<file path="config.mk">
export PLATFORM = sky130hd
export DESIGN_NAME = prog_sequencer
export DESIGN_NICKNAME = d
export VERILOG_FILES = /design/src/rtl/prog_sequencer.sv
export SDC_FILE = /design/constraint.sdc
export NUM_CORES = 1
export LEC_CHECK = 0
export ABC_CLOCK_PERIOD_IN_PS = 3550
export CAP_MARGIN = 20
export CORE_MARGIN = 10
export CORE_UTILIZATION = 53
export CTS_CLUSTER_SIZE = 40
export DETAILED_ROUTE_END_ITERATION = 12
export PLACE_DENSITY = 0.79
export SLEW_MARGIN = 20
export SYNTH_ARGS = -nofsm -noshare
export SYNTH_HDL_FRONTEND = slang
export SYNTH_SLANG_ARGS = --single-unit
</file>
<file path="constraint.sdc">
create_clock -name Clk -period 3.55 [get_ports Clk]
set_input_delay 0.71 -clock Clk [delete_from_list [all_inputs] [get_ports Clk]]
set_output_delay 0.71 -clock Clk [all_outputs]
set_load 0.02 [all_outputs]
</file>
<file path="src/rtl/prog_sequencer.sv">
// Program sequencer: launches up to three stored programs on the fetch unit, one per
// Go request, and reports completion, per-program cycle count and watchdog timeout.
module prog_sequencer #(
    parameter int               NUM_PROGS  = 3,
    parameter int               PC_W       = 11,
    parameter int               CYC_W      = 16,
    parameter int               START_HOLD = 2,
    parameter logic [PC_W-1:0]  BASE0      = PC_W'(0),
    parameter logic [PC_W-1:0]  BASE1      = PC_W'(256),
    parameter logic [PC_W-1:0]  BASE2      = PC_W'(512),
    parameter logic [CYC_W-1:0] TIMEOUT    = CYC_W'(16'hFFFF)
) (
    input  logic             Clk,
    input  logic             Reset,
    input  logic             Go,
    input  logic             Halt,
    output logic             Start,
    output logic             LoadEn,
    output logic [PC_W-1:0]  LoadAddr,
    output logic             Busy,
    output logic             Done,
    output logic             Error,
    output logic [1:0]       ProgIdx,
    output logic [CYC_W-1:0] CycleCount,
    output logic             AllDone
);

    localparam logic [2:0] S_IDLE = 3'd0;
    localparam logic [2:0] S_HOLD = 3'd1;
    localparam logic [2:0] S_LOAD = 3'd2;
    localparam logic [2:0] S_RUN  = 3'd3;
    localparam logic [2:0] S_FIN  = 3'd4;

    localparam int                HOLD_W    = (START_HOLD > 1) ? $clog2(START_HOLD) : 1;
    localparam logic [HOLD_W-1:0] HOLD_LAST = HOLD_W'(START_HOLD - 1);
    localparam logic [1:0]        LAST_IDX  = 2'(NUM_PROGS - 1);

    logic [2:0]        state_q;
    logic [HOLD_W-1:0] hold_cnt;
    logic [CYC_W-1:0]  run_cnt;
    logic [CYC_W-1:0]  run_next;
    logic              run_end;
    logic [1:0]        prog_idx_q;
    logic [CYC_W-1:0]  cycle_count_q;
    logic              all_done_q;
    logic              err_q;

    function automatic logic [CYC_W-1:0] sat_inc(input logic [CYC_W-1:0] c);
        return (c == {CYC_W{1'b1}}) ? c : c + CYC_W'(1);
    endfunction

    function automatic logic [PC_W-1:0] base_addr(input logic [1:0] idx);
        case (idx)
            2'd0:    return BASE0;
            2'd1:    return BASE1;
            default: return BASE2;
        endcase
    endfunction

    // run_next is the program length counting the current cycle; Halt takes priority
    // over the watchdog when both land in the same cycle.
    assign run_next = sat_inc(run_cnt);
    assign run_end  = Halt || (run_next >= TIMEOUT);

    always_ff @(posedge Clk) begin
        case (state_q)
            S_IDLE:  hold_cnt <= '0;
            S_HOLD:  hold_cnt <= hold_cnt + HOLD_W'(1);
            default: hold_cnt <= hold_cnt;
        endcase
        if (state_q == S_LOAD) begin
            run_cnt <= CYC_W'(1);
        end else if (state_q == S_RUN) begin
            run_cnt <= run_next;
        end
    end

    always_ff @(posedge Clk) begin
        if (Reset) begin
            state_q       <= S_IDLE;
            prog_idx_q    <= 2'd0;
            cycle_count_q <= '0;
            all_done_q    <= 1'b0;
            err_q         <= 1'b0;
        end else begin
            case (state_q)
                S_IDLE: begin
                    if (Go && !all_done_q) begin
                        state_q <= S_HOLD;
                    end
                end
                S_HOLD: begin
                    if (hold_cnt == HOLD_LAST) begin
                        state_q <= S_LOAD;
                    end
                end
                S_LOAD: begin
                    state_q <= S_RUN;
                end
                S_RUN: begin
                    if (run_end) begin
                        state_q       <= S_FIN;
                        err_q         <= ~Halt;
                        cycle_count_q <= run_next;
                        if (prog_idx_q == LAST_IDX) begin
                            all_done_q <= 1'b1;
                        end else begin
                            prog_idx_q <= prog_idx_q + 2'd1;
                        end
                    end
                end
                S_FIN: begin
                    state_q <= S_IDLE;
                end
                default: begin
                    state_q <= S_IDLE;
                end
            endcase
        end
    end

    // Every output is a decode of registered state; Go and Halt only steer next state.
    assign Start      = (state_q == S_HOLD);
    assign LoadEn     = (state_q == S_LOAD);
    assign LoadAddr   = LoadEn ? base_addr(prog_idx_q) : '0;
    assign Busy       = (state_q == S_HOLD) || (state_q == S_LOAD) || (state_q == S_RUN);
    assign Done       = (state_q == S_FIN);
    assign Error      = Done && err_q;
    assign ProgIdx    = prog_idx_q;
    assign CycleCount = cycle_count_q;
    assign AllDone    = all_done_q;

endmodule

</file>
Word-level counts from Yosys, hierarchy flattened. Index checks and enable logic that the tools add are counted.

Register bits after elaboration: 40. Latch bits: 0. Bits in writable memories: 0. Memory bits (read-only): 0. Input port bits: 4. Output and inout port bits: 35. Logic and storage cells: 44. Memories kept: 0.

Add/subtract/negate cells: 3. Multipliers: 0. Div/mod/pow operators: 0. $lt $le $gt $ge: 1. Eq/ne operators: 10. Shift-type cells: 0. Mux-type cells: 8. Bitwise gates (word level): 2. Reductions and logical operators: 13.

Operator list (count): $pmux 10 s2 (1); $add 16x1->16 const B (1); $eq 16x16->1 const B (1); $ge 16x16->1 const B (1); $mux 16 (1); $pmux 3 s4 (1); $mux 11 (1); $mux 3 (3); $reduce_and 3->1 (3); $eq 3x2->1 const B (2); $ne 2x2->1 const B (2); $eq 3x1->1 const B (1); $eq 3x3->1 const B (1); $logic_not 3->1 (1); $logic_or 1x1->1 (3); $add 2x1->2 const B (1); $eq 2x1->1 const B (1); $eq 2x2->1 const B (1); $logic_and 1x1->1 (2); $logic_not 2->1 (1); $ne 2x1->1 const B (1); $not 1->1 (2); $pmux 1 s2 (1); $reduce_and 2->1 (1); other kinds (3) (3).

Longest topological paths before layout. Gate-level depths: netlist of the first run.

Depth in word-level cells: 6. Depth in mapped cells: 11. Depth with buffers taken out: 8.

Worst setup path before layout of the first run. No wires, ideal clock.

Kind: register to register. From: reg run_cnt[1]. To: reg prog_idx_q[0] (netlist: ProgIdx[0]). Arrival: 2580 ps. Required time: 3427 ps. Setup slack: 847 ps. Stages on the path, launching flop included: 11. Buffers on the path: 2. Period minus slack after synthesis: 2703 ps. Cell sequence: dfxtp_1 -> ha_1 -> buf_2 -> nand4_4 -> or4_1 -> buf_2 -> a21oi_1 -> and4_1 -> o2111ai_2 -> a21oi_2 -> mux2_1.

Word-level cells in the longest chain between the ends: 5.

RTL lines: start, declared (RTL line 40) `logic [CYC_W-1:0] run_cnt;`; start signal, assigned (RTL line 74) `run_cnt <= run_next;`; $add 16x1->16 or $eq 16x16->1 (tied branches) (RTL line 49) `return (c == {CYC_W{1'b1}}) ? c : c + CYC_W'(1);`; $mux 16 (*) (RTL line 49); $ge 16x16->1 (*) (RTL line 63) `assign run_end = Halt || (run_next >= TIMEOUT);`; $logic_or 1x1->1 (*) (RTL line 63); $reduce_and 3->1 (no line) (*); end signal, assigned (RTL line 108) `prog_idx_q <= prog_idx_q + 2'd1;`; end, declared (RTL line 43) `logic [1:0] prog_idx_q;`.

Every way passes the cells marked *; elsewhere a longest branch is shown, timed or not. A chain may end at the register's enable or synchronous reset.

Final worst setup path of the first run.
From: reg run_cnt[0]. To: reg cycle_count_q[3] (netlist: CycleCount[3]).

Word-level cells in the longest chain between the ends: 5.

RTL lines: $add 16x1->16 or $eq 16x16->1 (tied branches) (RTL line 49); $mux 16 (*) (RTL line 49); $ge 16x16->1 (RTL line 63); $logic_or 1x1->1 (RTL line 63); $reduce_and 2->1 (no line); end signal, assigned (RTL line 104) `cycle_count_q <= run_next;`; end, declared (RTL line 44) `logic [CYC_W-1:0] cycle_count_q;`.

Marked as above.

==> flow_metrics.env, run 1 <==
export IMPL_status="completed"
export IMPL_cts_inserted_buffers=5
export IMPL_hold_viol_final=0
export IMPL_dp_hpwl_microns=4678
export IMPL_critical_path_slowest_cell="or4_1"
export IMPL_final_common_cell="dfxtp_1"
export IMPL_hp_class="reg2reg"
export IMPL_synth_ff_type="dfxtp_1"
export IMPL_fin_crit_sh_pct=88.76
export IMPL_cp_required_ps=3750
export IMPL_vias=2161
export IMPL_cts_hold_buffers=0
export IMPL_stdcell_area_sq_um=2755
export IMPL_dieHeight_microns=87.36
export IMPL_pin_count=39
export IMPL_synth_area_per_cell_sq_um=8.180
export IMPL_drt_wl_total_microns=6207
export IMPL_via_per_inst=5.970
export IMPL_p_int_mw=0.8357
export IMPL_track_usage_pct=16.73
export IMPL_clock_latency_ps=300
export IMPL_grt_max_degree=26
export IMPL_post_cts_resized=0
export IMPL_ff_latch_area_sq_um=810.8
export IMPL_seq_power_share_pct=46.5
export IMPL_place_gp_congestion=0.9012
export IMPL_max_freq_mhz=317.3
export IMPL_fill_cells=387
export IMPL_dp_cells=354
export IMPL_cts_sinks=40
export IMPL_r2r_setup_slack_ps=400
export IMPL_worstPathCellList="ha_1 -> nand4_4 -> or4_1 -> a21oi_1 -> and4_1 -> o2111a_2 -> nor3_1 -> a311oi_1"
export IMPL_fp_dieArea_sq_um=7632
export IMPL_cts_root_buf="clkbuf_8"
export IMPL_postPlaceCellArea_sq_um=2641
export IMPL_multi_input_area_sq_um=1408
export IMPL_die_x_microns=87.36
export IMPL_path_buf_inv=0
export IMPL_dr_first_iter_drc_count=184
export IMPL_worst_setup_path_end_kind="flop"
export IMPL_post_drt_wl_per_cell_microns=17.15
export IMPL_leakage_nw=0.9206
export IMPL_rows=24
export IMPL_async_flop_share_pct=0
export IMPL_finalCriticalPeriod_ps=3151
export IMPL_first_pass_iters=4
export IMPL_fin_nets=317
export IMPL_drc=0
export IMPL_vdd_ir_drop_max_mv=0.2860
export IMPL_p_clk_share_pct=30.9
export IMPL_synth_area_sq_um=2405
export IMPL_max_slew_worst_pin_slew_ps=899.1
export IMPL_area_delta_synth_final_pct=14.57
export IMPL_path_clk_slew_ps=90
export IMPL_start_kind="flop"
export IMPL_antenna_cells=0
export IMPL_rsz0062_at_grt="false"
export IMPL_setup_viol=0
export IMPL_maxCapViolCount=0
export IMPL_tritoncts="yes"
export IMPL_post_cts_buffers=0
export IMPL_drive_above_1_share_pct=10.65
export IMPL_power_frac_comb_pct=22.7
export IMPL_layout_common_cells="dfxtp_1 (39), clkdlybuf4s50_1 (29), nor2_1 (28), a21oi_1 (23), nand3_1 (19)"
export IMPL_synth_edf_count=1
export IMPL_power_density_nw_per_um2=459.9
export IMPL_ys_seq_area_share_pct=33.71
export IMPL_highest_layer="met4"
export IMPL_antenna_left=0
export IMPL_ys_warn_count=0
export IMPL_cp_data_arrival_time_ps=3350
export IMPL_path_class="reg2reg"
export IMPL_cts_buffer_depth=2
export IMPL_yosysUniqueCellTypes=57
export IMPL_wl_met2_microns=2850
export IMPL_crit_fanout=15
export IMPL_port_buffer_count=29
export IMPL_final_util_pct=62.84
export IMPL_met1_length_microns=2748
export IMPL_fin_skew_ps=10.57
export IMPL_cp_top_family="simple AND/OR/NAND/NOR gates"
export IMPL_grt_pass1_wl_microns=10380
export IMPL_worst_path_largest_cell_delay_ps=750
export IMPL_htreeDepth=2
export IMPL_antenna_found_initial=0
export IMPL_postSynthCellCount=294
export IMPL_initial_utilization_pct=54.85
export IMPL_wl_met3_microns=433
export IMPL_synth_seq_cells=40
export IMPL_switching_share_pct=34.05
export IMPL_relSlewSlack_pct=39.87
export IMPL_grt_pass1_vias=2096
export IMPL_grt_overflow=0
export IMPL_slew_viol_final=0
export IMPL_fin_tns_setup_ps=0
export IMPL_stdcell_count=362
export IMPL_coreArea_sq_um=4384
export IMPL_switchingPower_mw=0.4314
==> power by group through the flow <==
stage,clock (mW),combinational (mW),sequential [mW]
2_1_floorplan,0,0.258,0.550
3_3_place_gp,0,0.284,0.596
3_5_place_dp,0,0.285,0.597
4_1_cts,0.391,0.287,0.586
5_1_grt,0.413,0.316,0.599
6_report,0.391,0.287,0.589
==> sequential cells by signal, indices dropped and copies added, names as in the netlist <==
name        flops
CycleCount     16
run_cnt        16
state_q         3
ProgIdx         2
AllDone         1
err_q           1
hold_cnt        1
==> per-layer routing <==
metal	up-vias	GRT usage (%)
li1	1073	-
met1	1012	20.97
met2	58	25.99
met3	18	5.524
met4	0	5.942
met5	-	0
==> layout make-up <==
class / count / area share, %
inverters: 8 / 1.090
clock inverters: 3 / 1.635
well taps: 52 / 2.361
multi-input cells: 220 / 51.09
clock buffers: 5 / 2.498
flip-flops and latches: 40 / 29.43
repair buffers: 34 / 11.90
==> kinds of logic (layout without fill, tap and decap cells) <==
| group | count (synthesis) | count (layout) | share of synthesized area (%) |
|---|---|---|---|
| simple gates | 119 | 119 | 28.04 |
| compound gates | 67 | 67 | 18.68 |
| buf+inv | 42 | 50 | 9.001 |
| flops | 40 | 40 | 33.71 |
| xor+xnor | 12 | 12 | 4.370 |
| mux | 9 | 9 | 3.954 |
| fa+ha+maj | 4 | 4 | 2.081 |
| other cells | 1 | 9 | 0.1559 |
==> cell usage after synthesis (3+ instances only) <==
cell      number  area share, %
a211oi_2       3            1.6
inv_1          8            1.2
o21a_1         3           0.94
a211oi_1       6            1.9
o21ai_1        8            1.7
nand2b_1       3           0.78
nor2_1        28            4.4
nand3_1       19            4.0
nand2_1       18            2.8
or3_1          5            1.3
xnor2_1        7            2.5
mux2_2         3            1.4
nor4_1         6            1.6
ha_1           4            2.1
buf_4         10            3.1
mux2i_1        5            2.1
xor2_1         5            1.8
buf_2         10            2.1
o21ai_0        9            1.9
a21oi_1       23            4.8
dfxtp_1       39             32
clkbuf_1      11            1.7
and2_1         5            1.3
a311oi_1       5            1.8
nor3_1        13            2.7
and4_1         3            1.1
==> path summary, 6_finish.rpt <==
path,startpoint,endpoint,cells past startpoint
max,run_cnt[0],CycleCount[3],8
max reg2reg,run_cnt[0],CycleCount[3],8
min reg2reg,CycleCount[0],CycleCount[0],2
min,CycleCount[0],CycleCount[0],2
==> worst min-delay path: cells and delay by family, from the launching register on <==
kind               cells  cell delay, ps
DFF                    1             310
and+or+nand+nor        1              60
AOI/OAI and AO/OA      1              50
==> stage by stage <==
step | power (mW) | worst slack [ps] | hold WS, ps
after floorplan | 0.8076 | 846.6 | 466.1
after detailed placement | 0.8823 | 420.5 | 456.8
final | 1.267 | 398.9 | 467.4
after global routing | 1.328 | 96.69 | 503.7
after CTS | 1.264 | 386.4 | 469.1
after global placement | 0.8797 | 530.6 | 454.2
No activity file was read; power rests on OpenSTA's default activity.
==> run 2: changes to the inputs <==
--- a/config.mk
+++ b/config.mk
@@ -7,11 +7,14 @@
 export LEC_CHECK = 0
 export ABC_CLOCK_PERIOD_IN_PS = 3550
 export CAP_MARGIN = 20
+export CELL_PAD_IN_SITES_DETAIL_PLACEMENT = 0
+export CELL_PAD_IN_SITES_GLOBAL_PLACEMENT = 1
 export CORE_MARGIN = 10
-export CORE_UTILIZATION = 53
+export CORE_UTILIZATION = 40
 export CTS_CLUSTER_SIZE = 40
 export DETAILED_ROUTE_END_ITERATION = 12
-export PLACE_DENSITY = 0.79
+export HOLD_SLACK_MARGIN = 0.15
+export PLACE_DENSITY_LB_ADDON = 0.1
 export SLEW_MARGIN = 20
 export SYNTH_ARGS = -nofsm -noshare
 export SYNTH_HDL_FRONTEND = slang
==> run 2 against run 1 <==
Net effect: routed wire length grew 5.2%; critical path depth is the same; register-to-register slack gained 80 ps; final cell count grew 6.9%; cell area grew 1.7%; critical path type unchanged; critical endpoint is now CycleCount[1]; highest routed layer unchanged.
==> flow_metrics.env, run 2 (same netlist as run 1, synthesis figures left out) <==
export IMPL_status="completed"
export IMPL_dieHeight_microns=97.54
export IMPL_cp_required_ps=3770
export IMPL_fin_nets=319
export IMPL_drc=0
export IMPL_final_common_cell="dfxtp_1"
export IMPL_start_kind="flop"
export IMPL_post_drt_wl_per_cell_microns=16.87
export IMPL_cts_inserted_buffers=5
export IMPL_post_cts_resized=0
export IMPL_vias=2135
export IMPL_stdcell_count=387
export IMPL_power_mw=1.270
export IMPL_switchingPower_mw=0.4349
export IMPL_antenna_found_initial=0
export IMPL_path_clk_slew_ps=90
export IMPL_dp_cells=379
export IMPL_post_cts_buffers=0
export IMPL_dr_first_iter_drc_count=144
export IMPL_power_frac_comb_pct=25.7
export IMPL_initial_utilization_pct=40.86
export IMPL_max_slew_worst_pin_slew_ps=678.0
export IMPL_antenna_cells=0
export IMPL_cts_root_buf="clkbuf_8"
export IMPL_cp_data_arrival_time_ps=3290
export IMPL_finalCriticalPeriod_ps=3070
export IMPL_cts_buffer_depth=2
export IMPL_fin_skew_ps=6.806
export IMPL_hp_class="reg2reg"
export IMPL_cts_sinks=40
export IMPL_p_clk_share_pct=30.0
export IMPL_worst_path_largest_cell_delay_ps=730
export IMPL_drive_above_1_share_pct=11.22
export IMPL_maxCapViolCount=0
export IMPL_cts_hold_buffers=0
export IMPL_dp_slack_ps=528.5
export IMPL_worstPathCellList="ha_1 -> nand4_4 -> or4_1 -> a21oi_1 -> and4_1 -> o2111a_2 -> nor3_1 -> a311oi_1"
export IMPL_port_buffer_count=29
export IMPL_rsz0062_at_grt="false"
export IMPL_antenna_left=0
export IMPL_worst_slack_ps=479.9
export IMPL_coreArea_sq_um=5886
export IMPL_critical_path_slowest_cell="or4_1"
export IMPL_relSlewSlack_pct=54.45
export IMPL_vdd_ir_drop_max_mv=0.2495
export IMPL_pin_count=39
export IMPL_worst_setup_path_end_kind="flop"
export IMPL_fp_dieArea_sq_um=9513
export IMPL_leakage_nw=0.9311
export IMPL_grt_overflow=0
export IMPL_hold_ws_ps=467.8
export IMPL_grt_pass1_vias=2010
export IMPL_setup_viol=0
export IMPL_grt_max_degree=17
export IMPL_rows=28
export IMPL_path_class="reg2reg"
export IMPL_postPlaceCellArea_sq_um=2685
export IMPL_clock_latency_ps=300
export IMPL_grt_pass1_wl_microns=10680
export IMPL_hold_viol_final=0
export IMPL_htreeDepth=2
export IMPL_drt_wl_total_microns=6527
export IMPL_switching_share_pct=34.23
export IMPL_final_util_pct=47.60
export IMPL_slew_viol_final=0
export IMPL_fin_crit_sh_pct=86.48
export IMPL_track_usage_pct=13.29
export IMPL_die_x_microns=97.54
export IMPL_max_freq_mhz=325.7
export IMPL_dp_hpwl_microns=4933
export IMPL_layout_common_cells="dfxtp_1 (39), clkdlybuf4s50_1 (29), nor2_1 (28), a21oi_1 (23), nand3_1 (19)"
export IMPL_tritoncts="yes"
export IMPL_fin_tns_setup_ps=0
export IMPL_first_pass_iters=4
export IMPL_stdcell_area_sq_um=2801
export IMPL_power_density_nw_per_um2=453.5
export IMPL_p_int_mw=0.8355
export IMPL_seq_power_share_pct=44.3
export IMPL_area_delta_synth_final_pct=16.49
export IMPL_via_per_inst=5.517
export IMPL_place_gp_congestion=0.8505
export IMPL_crit_fanout=15
==> run 2: power by group through the flow <==
stage	registers [mW]	logic, mW	clock network, mW
after CTS	0.562	0.330	0.386
after detailed placement	0.573	0.328	0
after global routing	0.574	0.369	0.405
after global placement	0.574	0.329	0
after floorplan	0.550	0.258	0
final	0.563	0.327	0.381
==> run 2: per-layer routing <==
| layer | GRT usage (%) | share of wire [%] | up-vias |
|---|---|---|---|
| met5 | 0 | 0 | - |
| met4 | 3.915 | 1.1 | 0 |
| met3 | 4.125 | 5.0 | 6 |
| met2 | 19.88 | 45 | 45 |
| met1 | 17.71 | 49 | 1012 |
| li1 | - | - | 1072 |
==> run 2: worst max-delay path, delay by kind of cell, from the launching register on <==
kind / cells / cell delay [ps]
simple gates: 4 / 1290
compound gates: 3 / 850
flops: 1 / 440
fa+ha+maj: 1 / 400
==> run 2: path summary, 6_finish.rpt <==
check	start	to	slack [ps]	cells past startpoint
worst min register to register	CycleCount[10]	CycleCount[10]	470	2
worst max register to register	run_cnt[1]	CycleCount[1]	480	8
worst max-delay path	run_cnt[1]	CycleCount[1]	480	8
worst min-delay path	CycleCount[10]	CycleCount[10]	470	2
==> run 2: layout make-up <==
cell class | instances | area, sq um
clock buffers | 7 | 107.6
clock inverters | 1 | 8.758
fillers | 618 | 3084
inverters | 8 | 30.03
multi-input cells | 220 | 1408
flip-flops and latches | 40 | 810.8
well taps | 75 | 93.84
repair buffers | 36 | 342.8
==> run 3: changes to the inputs <==
--- a/config.mk
+++ b/config.mk
@@ -5,7 +5,7 @@
 export SDC_FILE = /design/constraint.sdc
 export NUM_CORES = 1
 export LEC_CHECK = 0
-export ABC_CLOCK_PERIOD_IN_PS = 3550
+export ABC_CLOCK_PERIOD_IN_PS = 3000
 export CAP_MARGIN = 20
 export CELL_PAD_IN_SITES_DETAIL_PLACEMENT = 0
 export CELL_PAD_IN_SITES_GLOBAL_PLACEMENT = 1
@@ -14,7 +14,7 @@
 export CTS_CLUSTER_SIZE = 40
 export DETAILED_ROUTE_END_ITERATION = 12
 export HOLD_SLACK_MARGIN = 0.15
-export PLACE_DENSITY_LB_ADDON = 0.1
+export PLACE_DENSITY = 0.78
 export SLEW_MARGIN = 20
 export SYNTH_ARGS = -nofsm -noshare
 export SYNTH_HDL_FRONTEND = slang
==> constraint.sdc (replaced) <==
create_clock -name Clk -period 3 [get_ports Clk]
set_input_delay 0.6 -clock Clk [delete_from_list [all_inputs] [get_ports Clk]]
set_output_delay 0.6 -clock Clk [all_outputs]
set_load 0.02 [all_outputs]
==> run 3 against run 2 <==
Net effect: power increased by 17%; largest cell class unchanged; core utilization increased by 2.0 points; routed wire length increased by 1.2%; critical path type unchanged; via count increased by 3.0%; register-to-register slack got worse by 190 ps; fmax increased by 13%; global-route usage increased by 0.21 points; non-clock buffer count increased by 19.
==> flow_metrics.env, run 3 (same netlist as run 1, synthesis figures left out) <==
export IMPL_multi_input_area_sq_um=1408
export IMPL_area_delta_synth_final_pct=21.49
export IMPL_status="completed"
export IMPL_antenna_found_initial=0
export IMPL_antenna_left=0
export IMPL_relSlewSlack_pct=55.21
export IMPL_max_freq_mhz=368.5
export IMPL_clock_latency_ps=300
export IMPL_slew_viol_final=0
export IMPL_drc=0
export IMPL_finalCriticalPeriod_ps=2714
export IMPL_hp_class="reg2reg"
export IMPL_grt_pass1_wl_microns=10860
export IMPL_fin_nets=338
export IMPL_drt_wl_total_microns=6607
export IMPL_grt_max_degree=18
export IMPL_die_x_microns=97.54
export IMPL_grtUsageMet3_pct=3.627
export IMPL_fin_tns_setup_ps=0
export IMPL_start_kind="flop"
export IMPL_htreeDepth=2
export IMPL_tritoncts="yes"
export IMPL_setup_viol=0
export IMPL_cts_sinks=40
export IMPL_busiest_layer="met2"
export IMPL_maxCapViolCount=0
export IMPL_max_slew_worst_pin_slew_ps=667.3
export IMPL_grt_pass1_vias=2096
export IMPL_grt_overflow=0
export IMPL_layout_common_cells="dfxtp_1 (39), clkdlybuf4s50_1 (29), nor2_1 (28), buf_4 (26), a21oi_1 (23)"
export IMPL_ff_latch_area_sq_um=810.8
export IMPL_cp_required_ps=3220
export IMPL_cts_buffer_depth=2
export IMPL_worstPathCellList="nand2_2 -> or2_1 -> or4b_4 -> a211oi_2 -> o2111a_2 -> buf_4 -> nor3_2 -> a211oi_2"
export IMPL_stdcell_count=406
export IMPL_path_clk_slew_ps=90
export IMPL_final_common_cell="dfxtp_1"
export IMPL_rows=28
export IMPL_cts_root_buf="clkbuf_8"
export IMPL_initial_utilization_pct=40.86
export IMPL_drive_above_1_share_pct=16.01
export IMPL_grt_met2_usage_pct=21.41
export IMPL_hold_viol_final=0
export IMPL_antenna_cells=0
export IMPL_place_gp_congestion=0.9760
export IMPL_vdd_ir_drop_max_mv=0.2377
export IMPL_dieHeight_microns=97.54
export IMPL_dr_first_iter_drc_count=154
export IMPL_fill_cells=601
export IMPL_crit_fanout=12
export IMPL_fin_crit_sh_pct=90.46
export IMPL_pin_count=39
export IMPL_worst_setup_path_end_kind="flop"
export IMPL_post_drt_wl_per_cell_microns=16.27
export IMPL_crit_path_frequent_cell="a211oi_2"
export IMPL_fp_dieArea_sq_um=9513
export IMPL_first_pass_iters=4
export IMPL_critical_path_slowest_cell="dfxtp_1"
export IMPL_vias=2200
export IMPL_port_buffer_count=29
export IMPL_worst_path_largest_cell_delay_ps=540
export IMPL_dp_cells=395
export IMPL_dp_hpwl_microns=5065
export IMPL_via_per_inst=5.419
export IMPL_coreArea_sq_um=5886
export IMPL_final_util_pct=49.64
export IMPL_leakage_nw=1.010
export IMPL_track_usage_pct=13.50
export IMPL_cp_data_arrival_time_ps=2940
export IMPL_rsz0062_at_grt="false"
export IMPL_met1_usage_pct=17.16
export IMPL_fin_skew_ps=8.169
export IMPL_path_class="reg2reg"
export IMPL_cts_inserted_buffers=5
export IMPL_power_density_nw_per_um2=510.8
## run 3: final timing paths
kind | startpoint | to | slack [ps] | cells after the start
worst max-delay path | run_cnt[3] | CycleCount[14] | 290 | 8
worst min-delay path | CycleCount[11] | CycleCount[11] | 470 | 2
worst max register to register | run_cnt[3] | CycleCount[14] | 290 | 8
worst min register to register | CycleCount[11] | CycleCount[11] | 470 | 2
## run 3: cell type report
| class | instances | share of cell area (%) |
|---|---|---|
| clock buffer | 7 | 2.955 |
| inverter | 8 | 1.028 |
| sequential | 40 | 27.75 |
| tap | 75 | 3.212 |
| timing repair buffer | 55 | 16.62 |
| multi-input combinational | 220 | 48.18 |
| clock inverter | 1 | 0.2570 |
## run 3: metrics by stage
stage | worst slack, ps | cell area [sq um] | power, mW | hold WS (ps)
2_1_floorplan | 296.6 | 2435 | 0.9557 | 466.1
3_3_place_gp | 352.8 | 2805 | 1.111 | 454.7
3_5_place_dp | 309.5 | 2805 | 1.111 | 461.2
4_1_cts | 278.8 | 2899 | 1.496 | 469.3
5_1_grt | 41.85 | 2922 | 1.566 | 492.2
6_report | 286.3 | 2922 | 1.492 | 470.3
## run 3: layer usage
metal,share of wire [%],vias to the layer above
li1,-,1110
met1,47,1032
met2,46,49
met3,5.3,9
met4,1.6,0
met5,0,-
## run 3: worst max-delay path: cells and delay by family (launching register included)
kind / cells / cell delay, ps
compound gates: 3 / 940
flops: 1 / 540
simple gates: 4 / 990
buf+inv: 1 / 180
## run 3: power breakdown
group          internal [mW]  switching, mW  leakage [nW]  total [mW]
Sequential             0.593         0.0725         0.328       0.665
Combinational          0.186          0.253         0.638       0.440
Clock                  0.187          0.200        0.0445       0.388
Total                  0.966          0.526          1.01        1.49
## run 3: what timing repair did
item,4_1_cts,5_1_grt
buffers inserted,0,3
resized for setup,0,0
setup endpoints to repair,0,1
hold buffers,0,0
==> RTL change 1: new RTL, flow settings as in run 1 <==
Put a register stage on the output `LoadAddr`, without a reset. The value now appears one clock later. The other outputs are not delayed to match.
--- a/src/rtl/prog_sequencer.sv
+++ b/src/rtl/prog_sequencer.sv
@@ -122,7 +122,9 @@
     // Every output is a decode of registered state; Go and Halt only steer next state.
     assign Start      = (state_q == S_HOLD);
     assign LoadEn     = (state_q == S_LOAD);
-    assign LoadAddr   = LoadEn ? base_addr(prog_idx_q) : '0;
+    always_ff @(posedge Clk) begin
+        LoadAddr <= LoadEn ? base_addr(prog_idx_q) : '0;
+    end
     assign Busy       = (state_q == S_HOLD) || (state_q == S_LOAD) || (state_q == S_RUN);
     assign Done       = (state_q == S_FIN);
     assign Error      = Done && err_q;
Function: changed (Yosys sat finds a counterexample within 10 cycles, from zero or initial values and one cycle with Reset high).
==> RTL change 1 against run 1 <==
Utilization grew 0.58 points; power shrank 9.6%; die area shrank 1.4%; area after synthesis shrank 1.8%; routed wire length shrank 1.6%; hold slack gained 0.019 ns; maximum frequency shrank 2.8%; highest routed layer unchanged; first-iteration DRC count shrank 3.3%; final area shrank 0.45%; sequential cell count grew 2; critical path depth grew 1; combinational power shrank 6%; setup slack lost 0.092 ns.
==> RTL change 1: results (changes against run 1) <==
Outcome
  • Outcome: finished clean

Layout
  • Filler cell count: 391 (+1.0%)
  • Number of flip-flops and latches: 42 (+5.0%)
  • Total number of multi-input combinational cells: 203 (-7.7%)
  • Buffering overhead: 13.0% (+1.1 points)
  • Area used by sequential logic in the layout: 851 sq um (+4.9%)
  • Net total in the final layout: 308 (-2.8%)
  • Number of buffers other than clock buffers in the final layout: 38 (+12%)
  • Layout clock area frac: 3.33% (-0.80 points)
  • Number of clock-tree buffers in the layout: 7 (+2)
  • Inverter count of the layout excluding clock inverters: 9 (+1)
  • Layout cell share with drive strength beyond 1: 11.3% (+0.69 points)
  • Non-filler cells, final: 352 (-2.8%)
  • Area of the multi-input gates: 0.00134 sq mm (-4.5%)

Worst setup path
  • Maximum fanout count along the critical path: 24 (+9)
  • Capture point of the worst reg-to-reg path: CycleCount[6]
  • WP data arrival: 3.47 ns (+0.12 ns)
  • Reg-to-reg slack, setup: 0.31 ns (-0.09 ns)
  • Kind of critical path: flip-flop to flip-flop
  • FF-to-FF path depth: 9 (+1)
  • Reg2Reg Launch Point: run_cnt[1]

Power and ir drop
  • Leakage: 0.994 nW (+8.0%)

Timing
  • Slew Limit Headroom: 61.5% (+22 points)
  • Setup Viol. Count Final: 0 (unchanged)
  • Fin crit share: 91.4% (+2.6 points)

Hold path
  • Hold Startpoint: CycleCount[8]
  • Worst hold endpoint: CycleCount[8]

Placement
  • Detailed placer's ending HPWL: 4.55 mm (-2.8%)
  • Worst slack after detailed placement: 0.359 ns (-0.0612 ns)
  • Placed cell count: 344 (-2.8%)
  • Post-place instance area: 0.00264 sq mm (about the same)
  • RD Place Congestion: 0.934 (+3.7%)

Global route
  • Overall track demand over capacity in global routing: 17.0% (+0.23 points)
  • Largest net degree at the start of global routing: 25 (-3.8%)
  • Via count of the first global-routing pass: 2086 (-0.48%)
  • Global-route wire length before repair: 10.5 mm (+1.1%)

Clocking
  • Number of H-tree levels: 2 (unchanged)

Drt
  • Sum of routed wire length over all layers: 6.11 mm (-1.6%)
  • Via density per instance: 5.97 (about the same)

Yosys
  • Synth Warn #: 0 (unchanged)
  • Sequential element share of the synthesized area: 36.0% (+2.3 points)
  • Synth top area cells: sky130_fd_sc_hd__dfxtp_1 (35%), sky130_fd_sc_hd__nor2_1 (4.9%), sky130_fd_sc_hd__a21oi_1 (4.2%), sky130_fd_sc_hd__nand3_1 (3.6%), sky130_fd_sc_hd__mux2i_1 (3.4%)
  • Synth top cells by count: sky130_fd_sc_hd__dfxtp_1 (41), sky130_fd_sc_hd__nor2_1 (31), sky130_fd_sc_hd__a21oi_1 (20)
  • Cell count after synthesis: 276 (-6.1%)
  • Number of enable-type register cells in the synthesized netlist: 1 (unchanged)
[RTL change 1: per-stage QoR]
stage | utilization, % | hold slack, ns | total power (W)
after global routing | 63.4 | 0.525 | 0.00122
after floorplan | - | 0.502 | 0.000757
after CTS | 63.3 | 0.487 | 0.00114
final | 63.4 | 0.487 | 0.00115
after detailed placement | 61.1 | 0.477 | 0.000834
after global placement | 61.1 | 0.467 | 0.000822
[RTL change 1: where the power goes]
| group | total [W] | switching, W | leakage, nW | internal (W) |
|---|---|---|---|---|
| clock network | 0.000314 | 0.000158 | 0.0482 | 0.000157 |
| registers | 0.000560 | 0.0000538 | 0.343 | 0.000506 |
| logic | 0.000271 | 0.000167 | 0.603 | 0.000104 |
[RTL change 1: critical path: stages, from the launching register on]
cell	delay (ns)
sky130_fd_sc_hd__dfxtp_1	0.46
sky130_fd_sc_hd__ha_1	0.27
sky130_fd_sc_hd__nand3_1	0.27
sky130_fd_sc_hd__nor2_1	0.36
sky130_fd_sc_hd__nand3_1	0.40
sky130_fd_sc_hd__a211oi_4	0.44
sky130_fd_sc_hd__nand4_4	0.20
sky130_fd_sc_hd__nand2_4	0.32
sky130_fd_sc_hd__mux2_2	0.38
sky130_fd_sc_hd__nor2_1	0.07
[RTL change 1: logic make-up (layout without fill, tap and decap cells)]
kind of cell | after synthesis | in the layout | synth area share (%)
other | 1 | 9 | 0.159
buffers and inverters | 39 | 55 | 8.64
AOI/OAI and AO/OA | 75 | 75 | 23.0
muxes | 10 | 10 | 4.35
adders and majority gates | 5 | 5 | 2.65
DFF | 42 | 42 | 36.0
xor gates and xnor gates | 4 | 4 | 1.48
and+or+nand+nor | 100 | 100 | 23.7
[RTL change 1: routing by layer]
metal	global-route usage [%]	part of all wire, %
met1	21.6	46
met2	27.1	47
met3	4.60	6.2
met4	5.15	1.5
met5	0	0
==> RTL change 2: new RTL, flow settings as in run 1 <==
Made on the original files. Change the parameter `START_HOLD` from 2 to 8.
--- a/src/rtl/prog_sequencer.sv
+++ b/src/rtl/prog_sequencer.sv
@@ -4,7 +4,7 @@
     parameter int               NUM_PROGS  = 3,
     parameter int               PC_W       = 11,
     parameter int               CYC_W      = 16,
-    parameter int               START_HOLD = 2,
+    parameter int               START_HOLD = 8,
     parameter logic [PC_W-1:0]  BASE0      = PC_W'(0),
     parameter logic [PC_W-1:0]  BASE1      = PC_W'(256),
     parameter logic [PC_W-1:0]  BASE2      = PC_W'(512),
Behaviour: not the same (Yosys sat finds a counterexample within 4 cycles, from zero or initial values and one cycle with Reset high).
==> RTL change 2 against run 1 <==
Routed wire length down 11%; setup slack better by 0.33 ns; sequential cell count up 2; register-to-register slack better by 0.51 ns; final area down 1.8%; area after synthesis down 1.1%.
Power is not compared: it rests on default switching activity, and its combinational part moved more than twofold at a synthesized area within 25%.
==> RTL change 2: results (changes against run 1) <==
Timing
  • Number of pins with negative max-slew slack in the final report: 0 (unchanged)
  • Setup Skew: 0.00596 ns (-0.00461 ns)
  • Setup Viol. Count Final: 0 (unchanged)
  • Pin slew with the least headroom to its limit: 0.820 ns (-0.0788 ns)

Yosys
  • Sequential element share of the synthesized area: 36.6% (+2.9 points)
  • Synth top cells by count: sky130_fd_sc_hd__dfxtp_1 (39), sky130_fd_sc_hd__nor2_1 (29), sky130_fd_sc_hd__nand2_1 (22)
  • Synth Warn #: 0 (unchanged)
  • Share of flip-flops with an asynchronous set or reset after synthesis: 0% (unchanged)
  • Number of distinct standard cells referenced by the synthesized netlist: 54 (-5.3%)
  • Synth top area cells: sky130_fd_sc_hd__dfxtp_1 (33%), sky130_fd_sc_hd__nor2_1 (4.6%), sky130_fd_sc_hd__a21oi_1 (3.8%), sky130_fd_sc_hd__edfxtp_1 (3.8%), sky130_fd_sc_hd__nand2_1 (3.5%)
  • Number of enable-type register cells in the synthesized netlist: 3 (+2)

Global route
  • Global-route met3 utilization: 3.65% (-1.9 points)
  • Global-route met2 utilization: 22.3% (-3.7 points)
  • Antenna violations before repair: 0 (unchanged)
  • Largest net degree at the start of global routing: 27 (+3.8%)
  • Via count of the first global-routing pass: 1771 (-16%)
  • Overall track demand over capacity in global routing: 14.2% (-2.5 points)
  • Global-route wire length before repair: 8.80 mm (-15%)
  • M1 GR Usage: 18.5% (-2.5 points)

Power and ir drop
  • Maximum VDD drop: roughly 0.32 mV
  • Leakage: about 1.0 nW

Drt
  • DRC marker count from the first detailed-route iteration: 199 (+8.2%)
  • Sum of routed wire length over all layers: 5.50 mm (-11%)
  • Via density per instance: 5.81 (-2.6%)
  • Number of detailed-routing iterations run before antenna repair: 6 (+2)

Placement
  • Worst slack after detailed placement: 0.965 ns (+0.544 ns)
  • RD Place Congestion: 0.962 (+6.7%)
  • Detailed placer's ending HPWL: 4.08 mm (-13%)
  • Port-buffer cells: 29 (unchanged)
  • Post-place instance area: 0.00261 sq mm (-1.1%)

Worst setup path
  • Reg2Reg Launch Point: run_cnt[0]
  • First element of the critical path: state_q[0]
  • WP data arrival: 2.11 ns (-1.24 ns)
  • Maximum fanout count along the critical path: 23 (+8)

Hold path
  • Worst hold path type: flip-flop to flip-flop
  • Hold Startpoint: CycleCount[14]

Clocking
  • Number of H-tree levels: 2 (unchanged)
  • Post-CTS setup repair buffer count: 0 (unchanged)
  • CTS clk-pin slew, worst paths: roughly 0.08 ns
  • Largest buffer count on any clock path: 2 (unchanged)
  • Count of hold-fix buffers inserted at cts: 0 (unchanged)
  • Number of gates resized after CTS: 0 (unchanged)
  • Root buffer cell: sky130_fd_sc_hd__clkbuf_8
  • Clock insertion delay at the later pin of the skew report: ~0.29 ns
  • Number of CTS-inserted buffers: 5 (unchanged)

Layout
  • Layout cell share with drive strength beyond 1: 12.4% (+1.8 points)
  • Net total in the final layout: 299 (-5.7%)
  • Antenna diode instance count: 0 (unchanged)
  • Filler cell count: 378 (-2.3%)

Outcome
  • Outcome: finished clean
-- RTL change 2: cell types whose count changed after synthesis, sizes merged, moves of 5 or more --
cell	delta
a21oi	-5
a22o	+8
a31oi	+5
and3	+8
nand3	-7
nor2	+5
nor3	-8
o21ai	-13
-- RTL change 2: cells by family after synthesis --
family / synth area share [%]
AOI/OAI and AO/OA: 16.6
xor gates and xnor gates: 3.32
adders and majority gates: 3.16
buffers and inverters: 8.42
DFF: 36.6
muxes: 6.68
other: 0.158
and+or+nand+nor: 25.0
-- RTL change 2: final cells by class --
class | count | area share (%)
clock buffer | 6 | 3.05
sequential | 42 | 32.2
multi-input combinational | 202 | 49.4
clock inverter | 2 | 0.462
timing repair buffer | 33 | 11.8
tap | 52 | 2.40
inverter | 5 | 0.693
-- RTL change 2: metal layers --
metal  vias to the layer above  part of all wire (%)
met5                         -                     0
met4                         0                  0.95
met3                         7                   7.4
met2                        88                    46
met1                       917                    45
li1                        976                     -
-- RTL change 2: stage by stage --
| stage | hold slack (ns) | instances | utilization [%] | power (W) |
|---|---|---|---|---|
| floorplan | 0.474 | 277 | - | 0.000608 |
| global placement | 0.442 | 334 | 60.0 | 0.000622 |
| detailed placement | 0.471 | 334 | 60.0 | 0.000623 |
| CTS | 0.487 | 342 | 62.2 | 0.000942 |
| global route | 0.503 | 342 | 62.2 | 0.000974 |
| finish | 0.477 | 342 | 62.2 | 0.000937 |
-- RTL change 2: report_power, final --
part           leakage (nW)  total, W  switching (W)  internal, W
Combinational         0.608  0.000104      0.0000595    0.0000445
Sequential            0.352  0.000511      0.0000230     0.000488
Clock                0.0472  0.000322       0.000166     0.000156
Total                  1.01  0.000937       0.000248     0.000689
-- RTL change 2: worst paths after layout --
check | endpoint | slack [ns] | cells past startpoint
min | CycleCount[14] | 0.48 | 2
max reg2reg | CycleCount[5] | 0.91 | 9
min reg2reg | CycleCount[14] | 0.48 | 2
max | Error | 0.73 | 3
-- RTL change 2: worst max-delay path, cell delays in order, from the launching register on --
cell and delay (ns):
sky130_fd_sc_hd__dfxtp_1 0.86, sky130_fd_sc_hd__nor2_1 0.19, sky130_fd_sc_hd__and3_1 0.23, sky130_fd_sc_hd__clkdlybuf4s50_1 0.54
